===== config.mk =====
export PLATFORM = sky130hd
export DESIGN_NAME = sdram_port_arbiter
export DESIGN_NICKNAME = d
export VERILOG_FILES = /design/src/rtl/sdram_port_arbiter.sv
export SDC_FILE = /design/constraint.sdc
export NUM_CORES = 1
export LEC_CHECK = 0
export ABC_AREA = 1
export CAP_MARGIN = 40
export CORE_ASPECT_RATIO = 1.75
export CORE_MARGIN = 2
export CORE_UTILIZATION = 45
export CTS_CLUSTER_SIZE = 40
export DETAILED_ROUTE_END_ITERATION = 12
export PLACE_DENSITY_LB_ADDON = 0.12
export SKIP_LAST_GASP = 1
export SLEW_MARGIN = 15
export SYNTH_ARGS = -nofsm -noshare
export SYNTH_HDL_FRONTEND = slang
export SYNTH_SLANG_ARGS = --single-unit

===== constraint.sdc =====
create_clock -name clk_sys -period 6.25 [get_ports clk_sys]
set_input_delay 1.25 -clock clk_sys [delete_from_list [all_inputs] [get_ports clk_sys]]
set_output_delay 1.25 -clock clk_sys [all_outputs]
set_load 0.02 [all_outputs]

===== src/rtl/sdram_port_arbiter.sv =====
// Arbitrates the single 8-bit SDRAM controller port between the buffered ioctl
// write stream and the CPU SRAM-style bus, alternating owners under contention.
module sdram_port_arbiter #(
    parameter int AW         = 23,
    parameter int FIFO_DEPTH = 4,
    parameter int GUARD      = 2
) (
    input  logic          clk_sys,
    input  logic          reset_n,
    input  logic          ioctl_download,
    input  logic          ioctl_wr,
    input  logic [AW-1:0] ioctl_addr,
    input  logic [7:0]    ioctl_data,
    output logic          ioctl_full,
    output logic          ioctl_ovf,
    input  logic          cpu_rd_n,
    input  logic          cpu_wr_n,
    input  logic [AW-1:0] cpu_addr,
    input  logic [7:0]    cpu_d,
    output logic [7:0]    cpu_q,
    output logic          cpu_wait,
    output logic [AW-1:0] mem_addr,
    output logic [7:0]    mem_din,
    input  logic [7:0]    mem_dout,
    output logic          mem_we,
    output logic          mem_rd,
    input  logic          mem_ready,
    output logic          grant
);
    localparam int PW = $clog2(FIFO_DEPTH);
    localparam int CW = $clog2(FIFO_DEPTH + 1);
    localparam int HW = (GUARD > 1) ? $clog2(GUARD) : 1;
    localparam logic [CW-1:0] DEPTH_C   = CW'(FIFO_DEPTH);
    localparam logic [HW-1:0] HOLD_LAST = HW'(GUARD > 0 ? GUARD - 1 : 0);

    typedef enum logic [1:0] {IDLE, CMD, HOLD, WAIT} state_t;
    state_t state, state_nx;

    logic [AW-1:0] fifo_addr [FIFO_DEPTH];
    logic [7:0]    fifo_data [FIFO_DEPTH];
    logic [PW-1:0] wr_ptr, rd_ptr;
    logic [CW-1:0] count, count_nx;
    logic [HW-1:0] hold_cnt;
    logic          dl_d, cpu_done, last_owner, op_wr;
    logic          fifo_pend, cpu_req, cpu_pend, start, pick_io;
    logic          pop, push, drop, done_evt;

    always_comb begin
        fifo_pend = (count != '0);
        cpu_req   = !cpu_rd_n || !cpu_wr_n;
        cpu_pend  = cpu_req && !cpu_done;
        start     = (state == IDLE) && mem_ready && (fifo_pend || cpu_pend);
        // last_owner: 1 = ioctl; the other source wins a tie
        pick_io   = fifo_pend && (!cpu_pend || !last_owner);
        pop       = start && pick_io;
        push      = ioctl_wr && ((count != DEPTH_C) || pop);
        drop      = ioctl_wr && !push;
        done_evt  = (state == WAIT) && mem_ready;
        count_nx  = count + CW'(push) - CW'(pop);
    end

    assign cpu_wait = cpu_pend;

    always_ff @(posedge clk_sys or negedge reset_n) begin
        if (!reset_n) state <= IDLE;
        else          state <= state_nx;
    end

    always_comb begin
        state_nx = state;
        unique case (state)
            IDLE:    if (start) state_nx = CMD;
            CMD:     state_nx = (GUARD == 0) ? WAIT : HOLD;
            HOLD:    if (hold_cnt == HOLD_LAST) state_nx = WAIT;
            WAIT:    if (mem_ready) state_nx = IDLE;
            default: state_nx = IDLE;
        endcase
    end

    always_comb begin
        mem_we = 1'b0;
        mem_rd = 1'b0;
        if (state == CMD) begin
            mem_we = op_wr;
            mem_rd = !op_wr;
        end
    end

    always_ff @(posedge clk_sys) begin
        if (push) begin
            fifo_addr[wr_ptr] <= ioctl_addr;
            fifo_data[wr_ptr] <= ioctl_data;
        end
    end

    always_ff @(posedge clk_sys or negedge reset_n) begin
        if (!reset_n) begin
            wr_ptr     <= '0;
            rd_ptr     <= '0;
            count      <= '0;
            ioctl_full <= 1'b0;
            ioctl_ovf  <= 1'b0;
            dl_d       <= 1'b0;
            cpu_done   <= 1'b0;
            cpu_q      <= '0;
            last_owner <= 1'b0;
            grant      <= 1'b0;
            op_wr      <= 1'b0;
            mem_addr   <= '0;
            mem_din    <= '0;
            hold_cnt   <= '0;
        end else begin
            if (push) wr_ptr <= wr_ptr + PW'(1);
            if (pop)  rd_ptr <= rd_ptr + PW'(1);
            count      <= count_nx;
            ioctl_full <= (count_nx == DEPTH_C);
            dl_d       <= ioctl_download;
            if (drop)                          ioctl_ovf <= 1'b1;
            else if (ioctl_download && !dl_d)  ioctl_ovf <= 1'b0;

            // Operands are captured here so later CPU bus changes cannot disturb the access
            if (start) begin
                grant <= pick_io;
                if (pick_io) begin
                    mem_addr <= fifo_addr[rd_ptr];
                    mem_din  <= fifo_data[rd_ptr];
                    op_wr    <= 1'b1;
                end else begin
                    mem_addr <= cpu_addr;
                    mem_din  <= cpu_d;
                    op_wr    <= !cpu_wr_n;
                end
            end

            hold_cnt <= (state == HOLD) ? hold_cnt + HW'(1) : '0;

            if (done_evt) begin
                last_owner <= grant;
                if (!grant && !op_wr) cpu_q <= mem_dout;
            end
            if (done_evt && !grant) cpu_done <= 1'b1;
            else if (!cpu_req)      cpu_done <= 1'b0;
        end
    end
endmodule


==> flow_metrics.py <==
metrics = {
    "run_status": {
        "status": "finished clean",
    },
    "power": {
        "p_int_mw": 2.849,
        "seq_power_share_pct": 38.3,
        "clkPwrFrac_pct": 22.4,
        "ir_drop_mv": 0.2554,
        "p_switching_mw": 1.827,
        "power_leakage_nw": 3.742,
        "power_density_mw_per_mm2": 489.7,
        "p_sw_share_pct": 39.07,
        "combPwrFrac_pct": 39.2,
    },
    "sta": {
        "setup_viol": 0,
        "rsz0062_at_grt": "no",
        "finalHoldViolations": 0,
        "tns_ps": 0,
        "post-route-period-util_pct": 60.59,
        "clock_skew_ps": 13.79,
        "fmax_mhz": 264.1,
        "final.min_clock_period_ps": 3787,
        "tightest_slew_ps": 705.2,
        "maxSlewViolCount": 0,
        "fin_hold_ws_ps": 427.5,
        "relSlewSlack_pct": 52.99,
    },
    "worst_setup_path": {
        "path_class": "in2out",
        "critPathCapture": "cpu_wait",
        "rr_worst_depth": 15,
        "crit_fanout": 3,
        "rr_endpoint": "ioctl_full",
        "cp-start-kind": "primary input",
        "crit_path_start": "cpu_wr_n",
        "required_ps": 5000,
        "crit_arrival_ps": 2540,
        "crit-reg2reg-launch": "state[0]",
        "rrSetupSlack_ps": 3350,
        "end_kind": "output pin",
    },
    "clocking": {
        "htreeDepth": 4,
        "cts_setup_buffers": 0,
        "cts_tree": "yes",
        "cts_resized": 0,
        "postCtsHoldBufs": 0,
        "cts_buffers": 17,
        "cts_root_buf": "clkbuf_16",
        "clock_latency_ps": 430,
        "clk_pin_slew_ps": 70,
        "clock_sinks": 180,
        "clk_path_buf_depth": 2,
    },
    "layout": {
        "syn_to_final_growth_pct": 27.90,
        "drive_above_1_share_pct": 11.78,
        "nFillCells": 1354,
        "nNetsFinal": 857,
    },
    "run": {
        "cap_violations": 0,
    },
    "synth": {
        "synth-seq-cells": 180,
        "yosys_warnings": 0,
        "syn_avg_cell_area_sq_um": 11.49,
        "synth_nets": 739,
        "synth_cell_types": 29,
        "seq_area_frac_synth_pct": 68.64,
        "syn-cell-area_sq_mm": 0.007466,
        "synth_cells": 650,
    },
    "routing": {
        "vias": 5130,
        "avgViaCountPerCell": 5.099,
        "drc": 0,
        "routed_wl_mm": 17.06,
        "dr.pass1.iters": 4,
        "drtAntennaViolNets": 0,
        "first_iter_violations": 343,
        "wire_per_inst_um": 16.96,
    },
    "die": {
        "die_w_um": 101.4,
        "num_io_pins": 122,
        "core_sq_mm": 0.01637,
        "rows": 62,
        "start_util_pct": 45.61,
        "fp.dieH_um": 174.4,
        "dieArea_sq_mm": 0.01768,
    },
    "global_route": {
        "grt_pass1_wl_mm": 26.99,
        "grt_overflow": 0,
        "grt_pass1_vias": 5348,
        "antenna_found_initial": 0,
        "grt_usage_pct": 20.05,
        "grt_max_degree": 57,
    },
    "min_path": {
        "hold_start": "hold_cnt",
        "hold_class": "reg2reg",
    },
    "placed_design": {
        "finalWeightedCongestion": 0.7447,
        "dp_hpwl_mm": 10.78,
        "io_buffers": 121,
    },
}
==> layout make-up <==
type / count / area, sq um / share of cell area [%]
clock buffers: 17 / 425.4 / 4.455
flip-flops and latches: 180 / 5126 / 53.68
repair buffers: 133 / 1399 / 14.65
multi-input cells: 398 / 2008 / 21.03
clock inverters: 15 / 162.7 / 1.703
well taps: 224 / 280.3 / 2.935
diodes: 1 / 2.502 / 0.02621
inverters: 38 / 145.1 / 1.520
==> kinds of logic after synthesis <==
logic type               count (synthesis)  synth area share [%]
AO/OA/AOI/OAI                           77                 6.285
buffers and inverters                   72                 4.961
XOR/XNOR                                 2                0.2347
flip-flops                             180                 68.64
AND/OR/NAND/NOR                        307                 17.76
adder cells (fa/ha/maj)                 12                 2.112
==> power groups by stage <==
stage	Clock [mW]	Combinational [mW]	Sequential (mW)
floorplan	0	1.02	1.93
global placement	0	1.72	1.84
detailed placement	0	1.86	1.82
CTS	1.07	1.86	1.80
global route	1.11	2.03	1.83
finish	1.05	1.83	1.79
==> registers in the layout, indices dropped and copies added (netlist names), 2 cells and up <==
signal	count
fifo_data	32
count	3
rd_ptr	2
wr_ptr	2
mem_din	8
fifo_addr	92
state	2
mem_addr	23
cpu_q	8
==> critical path, cell delays in order <==
cell             delay, ps
clkdlybuf4s50_1        440
nand2_2                100
nand2_4                 70
inv_2                   80
clkdlybuf4s50_1        600
==> per-stage QoR <==
| stage | utilization [%] | setup slack [ps] | instances | area (sq um) | total power [mW] |
|---|---|---|---|---|---|
| finish | 58.34 | 2463 | 1006 | 9549 | 4.676 |
| global route | 58.32 | 2414 | 1005 | 9547 | 4.969 |
| CTS | 58.16 | 2454 | 1004 | 9519 | 4.727 |
| detailed placement | 54.56 | 2262 | 972 | 8931 | 3.676 |
| global placement | 53.78 | 2350 | 966 | 8803 | 3.557 |
| floorplan | - | 2756 | 650 | 7466 | 2.948 |
==> placed cells by master (no fill, tap or decap), types with 2 or more instances in the layout <==
cell type and n:
a21oi_1 52, a21oi_2 8, buf_12 5, buf_16 2
buf_4 5, clkbuf_16 17, clkdlybuf4s50_1 120, clkinv_4 2
clkinv_8 3, dfrtp_1 55, edfxtp_1 124, ha_1 11
inv_1 33, inv_2 4, inv_6 4, inv_8 5
nand2_1 160, nand2_2 5, nand3_1 95, nor2_1 27
nor2_2 12, nor2_4 4, nor3_1 2, o21ai_0 5
o21ai_2 8, o21ai_4 2, xor2_1 2
==> synth_stat cells, drive strengths merged <==
cell	count	area [sq um]
xor2	2	17.52
nand3	95	475.5
dfrtp	56	1401
or2	1	6.260
o211ai	1	12.51
ha	11	137.6
nor3	2	10.01
clkbuf	9	33.78
nor2	43	191.4
a21oi	60	330.3
nand2	166	643.1
o22ai	1	6.260
buf	25	191.4
edfxtp	124	3724
inv	38	145.1
fa	1	20.02
o21ai	15	120.1
==> worst min-delay path by stage <==
stage / end / depth (start not counted)
3_5_place_dp: hold_cnt / 1
2_1_floorplan: hold_cnt / 1
4_1_cts: hold_cnt / 1
6_report: hold_cnt / 1
3_3_place_gp: hold_cnt / 1
5_1_grt: hold_cnt / 1
==> per-layer routing <==
layer	GRT usage, %	share of wire (%)	routed length, um	vias to the layer above
met5	0	0	0	-
met4	8.390	2.4	405	0
met3	3.418	3.6	620	31
met2	35.32	54	9174	147
met1	23.73	40	6859	2504
li1	-	-	-	2448
Power figures use the tool's default switching activity.
